--- src/rtl/lcd_pkg.sv ---
// lcd_pkg
//   Shared types and constants for the 8080-style LCD bus writer.
//   - lcd_state_e : write-cycle FSM states
//   - CNT_W       : phase counter width (covers phase lengths up to 255)
//   - lcd_entry_t : one buffered byte with its data/command select
//   - phase_load  : converts a phase length in clocks to a counter load value
package lcd_pkg;

   localparam int unsigned CNT_W = $clog2(256);

   typedef enum logic [1:0] {
      ST_IDLE,
      ST_SETUP,
      ST_STROBE,
      ST_HOLD
   } lcd_state_e;

   typedef struct packed {
      logic       dc;
      logic [7:0] data;
   } lcd_entry_t;

   // The counter is loaded with N-1 and the phase ends on the clock where it
   // reads zero, so a phase lasts exactly N clocks and the counter never wraps.
   function automatic logic [CNT_W-1:0] phase_load(input int unsigned clocks);
      return CNT_W'(clocks - 1);
   endfunction

endpackage

--- src/rtl/lcd_byte_fifo.sv ---
// lcd_byte_fifo
//   Synchronous show-ahead FIFO of lcd_entry_t. head_o always shows the oldest
//   entry while empty_o is low; pop_i consumes it on the clock edge.
//   Ports:
//     clk, reset      : clock, synchronous active-high reset (pointers/count)
//     push_i, wdata_i : write request and entry
//     pop_i           : consume head entry
//     head_o          : oldest entry (valid when !empty_o)
//     full_o, empty_o : occupancy flags
//     count_o         : number of stored entries (0..DEPTH)
//   DEPTH must be a power of two (pointers wrap naturally).
module lcd_byte_fifo
   import lcd_pkg::*;
#(
   parameter int unsigned DEPTH = 8
) (
   input  logic                   clk,
   input  logic                   reset,
   input  logic                   push_i,
   input  lcd_entry_t             wdata_i,
   input  logic                   pop_i,
   output lcd_entry_t             head_o,
   output logic                   full_o,
   output logic                   empty_o,
   output logic [$clog2(DEPTH):0] count_o
);

   localparam int unsigned AW = $clog2(DEPTH);

   lcd_entry_t    mem_q [DEPTH];
   logic [AW-1:0] wr_ptr_q, wr_ptr_d;
   logic [AW-1:0] rd_ptr_q, rd_ptr_d;
   logic [AW:0]   count_q, count_d;
   logic          do_push, do_pop;

   assign empty_o = (count_q == '0);
   assign full_o  = (count_q == (AW+1)'(DEPTH));
   assign count_o = count_q;
   assign head_o  = mem_q[rd_ptr_q];

   // A pop on empty is ignored; a push on full is accepted only when the same
   // clock frees a slot, so simultaneous push/pop never loses an entry.
   assign do_pop  = pop_i && !empty_o;
   assign do_push = push_i && (!full_o || do_pop);

   always_comb begin
      wr_ptr_d = wr_ptr_q;
      rd_ptr_d = rd_ptr_q;
      count_d  = count_q;
      if (do_push) wr_ptr_d = wr_ptr_q + 1'b1;
      if (do_pop)  rd_ptr_d = rd_ptr_q + 1'b1;
      if (do_push && !do_pop)      count_d = count_q + 1'b1;
      else if (do_pop && !do_push) count_d = count_q - 1'b1;
   end

   always_ff @(posedge clk) begin
      if (reset) begin
         wr_ptr_q <= '0;
         rd_ptr_q <= '0;
         count_q  <= '0;
      end else begin
         wr_ptr_q <= wr_ptr_d;
         rd_ptr_q <= rd_ptr_d;
         count_q  <= count_d;
      end
   end

   // Storage needs no reset: entries are only visible once counted.
   always_ff @(posedge clk) begin
      if (do_push) mem_q[wr_ptr_q] <= wdata_i;
   end

endmodule

--- src/rtl/lcd_bus_writer.sv ---
// lcd_bus_writer
//   Buffers bytes from an Avalon-ST sink and writes them to an 8080-style
//   parallel LCD bus. Each byte is a SETUP / STROBE / HOLD sequence of
//   WR_SETUP + WR_LOW + WR_HIGH clocks; chip select stays low across
//   back-to-back bytes.
//   Parameters:
//     FIFO_DEPTH : byte buffer entries (power of two, 2..64)
//     WR_SETUP   : clocks cs low, wr high, data stable before the wr fall
//     WR_LOW     : clocks wr low
//     WR_HIGH    : clocks wr high after the rise, data held
//   Ports:
//     clk, reset             : clock, synchronous active-high reset
//     in_valid/in_data/in_channel/in_ready : sink (channel 0 cmd, 1 data)
//     lcd_cs_n, lcd_wr_n, lcd_dc, lcd_data : registered panel bus
//     lcd_busy               : FIFO non-empty or a write in progress
//     overflow               : sticky dropped-byte flag, present only when
//                              LCD_BUS_WRITER_OVERFLOW_FLAG_EN is defined
module lcd_bus_writer
   import lcd_pkg::*;
#(
   parameter int unsigned FIFO_DEPTH = 8,
   parameter int unsigned WR_SETUP   = 2,
   parameter int unsigned WR_LOW     = 3,
   parameter int unsigned WR_HIGH    = 2
) (
   input  logic       clk,
   input  logic       reset,
   input  logic       in_valid,
   input  logic [7:0] in_data,
   input  logic       in_channel,
   output logic       in_ready,
   output logic       lcd_cs_n,
   output logic       lcd_wr_n,
   output logic       lcd_dc,
   output logic [7:0] lcd_data,
   output logic       lcd_busy
`ifdef LCD_BUS_WRITER_OVERFLOW_FLAG_EN
   ,
   output logic       overflow
`endif
);

   localparam logic [CNT_W-1:0] SETUP_LD = phase_load(WR_SETUP);
   localparam logic [CNT_W-1:0] LOW_LD   = phase_load(WR_LOW);
   localparam logic [CNT_W-1:0] HIGH_LD  = phase_load(WR_HIGH);

   lcd_state_e                    state_q;
   logic [CNT_W-1:0]              cnt_q;
   logic                          cs_n_q, wr_n_q, dc_q;
   logic [7:0]                    data_q;

   lcd_entry_t                    fifo_wdata, fifo_head;
   logic                          fifo_push, fifo_pop;
   logic                          fifo_full, fifo_empty;
   logic [$clog2(FIFO_DEPTH):0]   fifo_count;
   logic                          phase_done;

   // ---------------------------------------------------------------- sink
   assign in_ready   = !fifo_full && !reset;
   assign fifo_push  = in_valid && in_ready;
   assign fifo_wdata = '{dc: in_channel, data: in_data};

   lcd_byte_fifo #(
      .DEPTH   (FIFO_DEPTH)
   ) u_fifo (
      .clk     (clk),
      .reset   (reset),
      .push_i  (fifo_push),
      .wdata_i (fifo_wdata),
      .pop_i   (fifo_pop),
      .head_o  (fifo_head),
      .full_o  (fifo_full),
      .empty_o (fifo_empty),
      .count_o (fifo_count)
   );

   // ---------------------------------------------------------------- FSM
   assign phase_done = (cnt_q == '0);

   // The head is consumed on exactly the edge that loads it into the bus
   // registers: from IDLE, or at the end of HOLD for back-to-back writes.
   assign fifo_pop = !fifo_empty &&
                     ((state_q == ST_IDLE) || (state_q == ST_HOLD && phase_done));

   always_ff @(posedge clk) begin
      if (reset) begin
         state_q <= ST_IDLE;
         cnt_q   <= '0;
         cs_n_q  <= 1'b1;
         wr_n_q  <= 1'b1;
         dc_q    <= 1'b0;
         data_q  <= 8'h00;
      end else begin
         case (state_q)
            ST_IDLE: begin
               if (!fifo_empty) begin
                  state_q <= ST_SETUP;
                  cnt_q   <= SETUP_LD;
                  cs_n_q  <= 1'b0;
                  wr_n_q  <= 1'b1;
                  dc_q    <= fifo_head.dc;
                  data_q  <= fifo_head.data;
               end
            end
            ST_SETUP: begin
               if (phase_done) begin
                  state_q <= ST_STROBE;
                  cnt_q   <= LOW_LD;
                  wr_n_q  <= 1'b0;
               end else begin
                  cnt_q   <= cnt_q - 1'b1;
               end
            end
            ST_STROBE: begin
               if (phase_done) begin
                  state_q <= ST_HOLD;
                  cnt_q   <= HIGH_LD;
                  wr_n_q  <= 1'b1;
               end else begin
                  cnt_q   <= cnt_q - 1'b1;
               end
            end
            ST_HOLD: begin
               if (phase_done) begin
                  if (!fifo_empty) begin
                     // Next byte: cs stays low, bus changes only here.
                     state_q <= ST_SETUP;
                     cnt_q   <= SETUP_LD;
                     dc_q    <= fifo_head.dc;
                     data_q  <= fifo_head.data;
                  end else begin
                     state_q <= ST_IDLE;
                     cs_n_q  <= 1'b1;
                  end
               end else begin
                  cnt_q   <= cnt_q - 1'b1;
               end
            end
            default: begin
               state_q <= ST_IDLE;
               cs_n_q  <= 1'b1;
               wr_n_q  <= 1'b1;
            end
         endcase
      end
   end

   assign lcd_cs_n = cs_n_q;
   assign lcd_wr_n = wr_n_q;
   assign lcd_dc   = dc_q;
   assign lcd_data = data_q;
   assign lcd_busy = !reset && ((fifo_count != '0) || (state_q != ST_IDLE));

   // ---------------------------------------------------------------- overflow
`ifdef LCD_BUS_WRITER_OVERFLOW_FLAG_EN
   logic overflow_q;

   always_ff @(posedge clk) begin
      if (reset)                      overflow_q <= 1'b0;
      else if (in_valid && !in_ready) overflow_q <= 1'b1;
   end

   assign overflow = overflow_q;
`endif

endmodule

--- config.mk ---
export PLATFORM = sky130hd
export DESIGN_NAME = lcd_bus_writer
export DESIGN_NICKNAME = d
export VERILOG_FILES = /design/src/rtl/lcd_pkg.sv /design/src/rtl/lcd_byte_fifo.sv /design/src/rtl/lcd_bus_writer.sv
export SDC_FILE = /design/constraint.sdc
export NUM_CORES = 1
export LEC_CHECK = 0
export CAP_MARGIN = 10
export CORE_UTILIZATION = 40
export CTS_BUF_LIST = sky130_fd_sc_hd__clkbuf_8
export DETAILED_ROUTE_END_ITERATION = 16
export SLEW_MARGIN = 0
export SYNTH_ARGS = -nofsm -noshare
export SYNTH_HDL_FRONTEND = slang
export SYNTH_SLANG_ARGS = --single-unit
--- constraint.sdc ---
create_clock -name clk -period 5 [get_ports clk]
set_input_delay 0.5 -clock clk [delete_from_list [all_inputs] [get_ports clk]]
set_output_delay 0.5 -clock clk [all_outputs]
set_load 0.02 [all_outputs]
==> metrics.txt <==
DRC=0; crit path DAT=3.42 ns; Reg power frac=0.432; Power Internal=1.688 mW; Nets=369; CTS Hold Bufs=0; worst vdd ir=0.2503 mV; most common cell after layout, fill and taps aside=edfxtp_1; outcome=finished clean; Global Route Usage Sum=0.1511; die area=11,880 sq um; CTS Buf Count=9; CTS root buffer=clkbuf_8; crit share post-route=0.6285; Worst-Skew Late Latency=0.38 ns; met3 Track Usage GR=0.03766; Comb power frac=0.364; Tightest Pin Transition=0.9944 ns; GR Util met2=0.2403; chip width=109.0 um; number of global-route vias before repair=2,530; CP max FO=9; register area share after synthesis=0.6209; initial antenna violation count=0; drt first pass iters=4; critical path type=register to register; drt via density=5.272; most frequent cells in the layout=edfxtp_1 (72), dfxtp_1 (34), clkdlybuf4s50_1 (24), nor2_1 (22); grt ovf=0; Final Hold Viols=0; Synth Flop Type=edfxtp_1; Initial Util=0.4168; RSZ-0062 raised after global routing=no; RePlAce Congestion=0.7812; hold_ws=0.4712 ns; Max Cap Viol=0; remaining antenna violation count after routing=0; met1 Use GR=0.1966; first-pass GRT wire length=13,090 um; Post-synth ARST share=0; Final Setup Violations=0; number of synthesized flops with an enable pin=72; Synth area leader=edfxtp_1; CTS H-tree depth=3; height of the die=109.0 um; DRT Wirelength=8204 um; Net Sw Frac=0.3422; Yosys top cell area share=0.4723; Final min period=3.142 ns; critical path data required time=5.28 ns; CORE AREA=10,980 sq um; TritonCTS clock tree=done; Detailed Place HPWL=5294 um; # rows=38; Mapped Avg Cell Area=14.44 sq um; post-route cell area=5160 sq um; area delta synth->final=12.71%; via count=2,578; Mapped Nets=342; count of cell types in the netlist=52; GR peak layer=met2; final core utilization=0.4698; Worst-path clk slew=0.10 ns; # IOs=25; worst slack, placed=1.650 ns; Worst slew margin=0.3346; Switch Pwr=0.8779 mW; Avg WL per Cell=16.78 um; Achievable Freq=318.2 MHz; clk buf depth=2; largest net degree at the start of global routing=35; layout cells sized above 1=0.1777; # resized after CTS=0; Pleak=1.727 nW; setup ws final=1.858 ns; setup TNS=0 ns; diodes inserted=0; Mapped Area=4578 sq um; synth top area cells=edfxtp_1 (47%), dfxtp_1 (15%), mux4_2 (8.9%), ha_1 (3.3%), a211oi_2 (2.5%); TritonCTS Sinks=106; PwrDens=497.3 nW/um^2; critical path endpoint category=register; Hold Crit Class=register to register; FF+latch count, synth=106; Worst setup SP type=register; area post-placement=4965 sq um; part of the power in the clock network=0.205; Port Buffers=24; Max Clock Skew=0.01407 ns; max-slew violation count=0; Synth warnings=0; synthesized instance count=317; DR iter-0 viols=151; postcts setup bufs=0
==> cell type report <==
class / instances / area [sq um]
Timing Repair Buffer: 30 / 285.3
Inverter: 16 / 60.06
Sequential cell: 106 / 2843
Clock inverter: 7 / 71.32
Clock buffer: 9 / 123.9
Multi-Input combinational cell: 181 / 1602
Tap cell: 140 / 175.2
Fill cell: 971 / 5823
==> power by group through the flow <==
stage	registers [mW]	clock network, mW	logic, mW
after floorplan	1.14	0	0.698
after global placement	1.12	0	0.929
after detailed placement	1.13	0	0.938
after CTS	1.11	0.547	0.943
after global routing	1.12	0.572	1.02
final	1.11	0.525	0.933
==> kinds of logic after synthesis <==
group / share of synthesized area
AO/OA/AOI/OAI: 0.08227
XOR/XNOR: 0.005740
adder cells (fa/ha/maj): 0.03717
buffers and inverters: 0.02924
flip-flops: 0.6209
multiplexers: 0.1224
AND/OR/NAND/NOR: 0.1022
==> cells in the mapped netlist (all sizes together), types with 3 or more instances <==
master and instances:
nand3b 4, nand2 11, mux2 12, nor2 23
and2 3, a21oi 8, nand2b 11, ha 12
a211oi 11, nor3 15, dfxtp 34, edfxtp 72
clkbuf 8, mux4 18, inv 16, o21ai 6
a31oi 3, nand3 7, a22o 3, buf 6
==> worst max-delay path: stages, from the launching register on <==
cell	delay (ns)
dfxtp_1	0.35
inv_1	0.12
ha_1	0.16
nor4b_4	0.46
a31oi_1	0.24
nor2_2	0.23
inv_1	0.07
ha_1	0.19
inv_1	0.13
ha_1	0.29
a21oi_1	0.21
a211oi_1	0.10
a31oi_1	0.16
mux2_2	0.35
==> sequential cells by signal, indices dropped and copies added (netlist names), named ones only <==
register	cells
state_q	2
lcd_dc	1
lcd_data	8
lcd_cs_n	1
lcd_wr_n	1
u_fifo.rd_ptr_q	3
u_fifo.count_o	4
u_fifo.mem_q	72
u_fifo.wr_ptr_q	3
cnt_q	8
==> worst paths after layout <==
| kind | start | to | slack, ns | cells past startpoint |
|---|---|---|---|---|
| min | lcd_data[3] | lcd_data[3] | 0.47 | 2 |
| max reg2reg | cnt_q[0] | u_fifo.count_o[3] | 1.86 | 13 |
| max | cnt_q[0] | u_fifo.count_o[3] | 1.86 | 13 |
| min reg2reg | lcd_data[3] | lcd_data[3] | 0.47 | 2 |
==> metrics by stage <==
| step | power, mW | instances |
|---|---|---|
| after floorplan | 1.836 | 317 |
| after global placement | 2.053 | 473 |
| after detailed placement | 2.066 | 473 |
| after CTS | 2.599 | 489 |
| after global routing | 2.717 | 489 |
| final | 2.566 | 489 |
==> layer usage <==
metal / part of all wire / wire [um] / up-vias
li1: - / - / 1259
met1: 0.47 / 3857 / 1262
met2: 0.48 / 3966 / 49
met3: 0.031 / 251 / 8
met4: 0.016 / 128 / 0
met5: 0 / 0 / -
No activity file was read; power rests on OpenSTA's default activity.
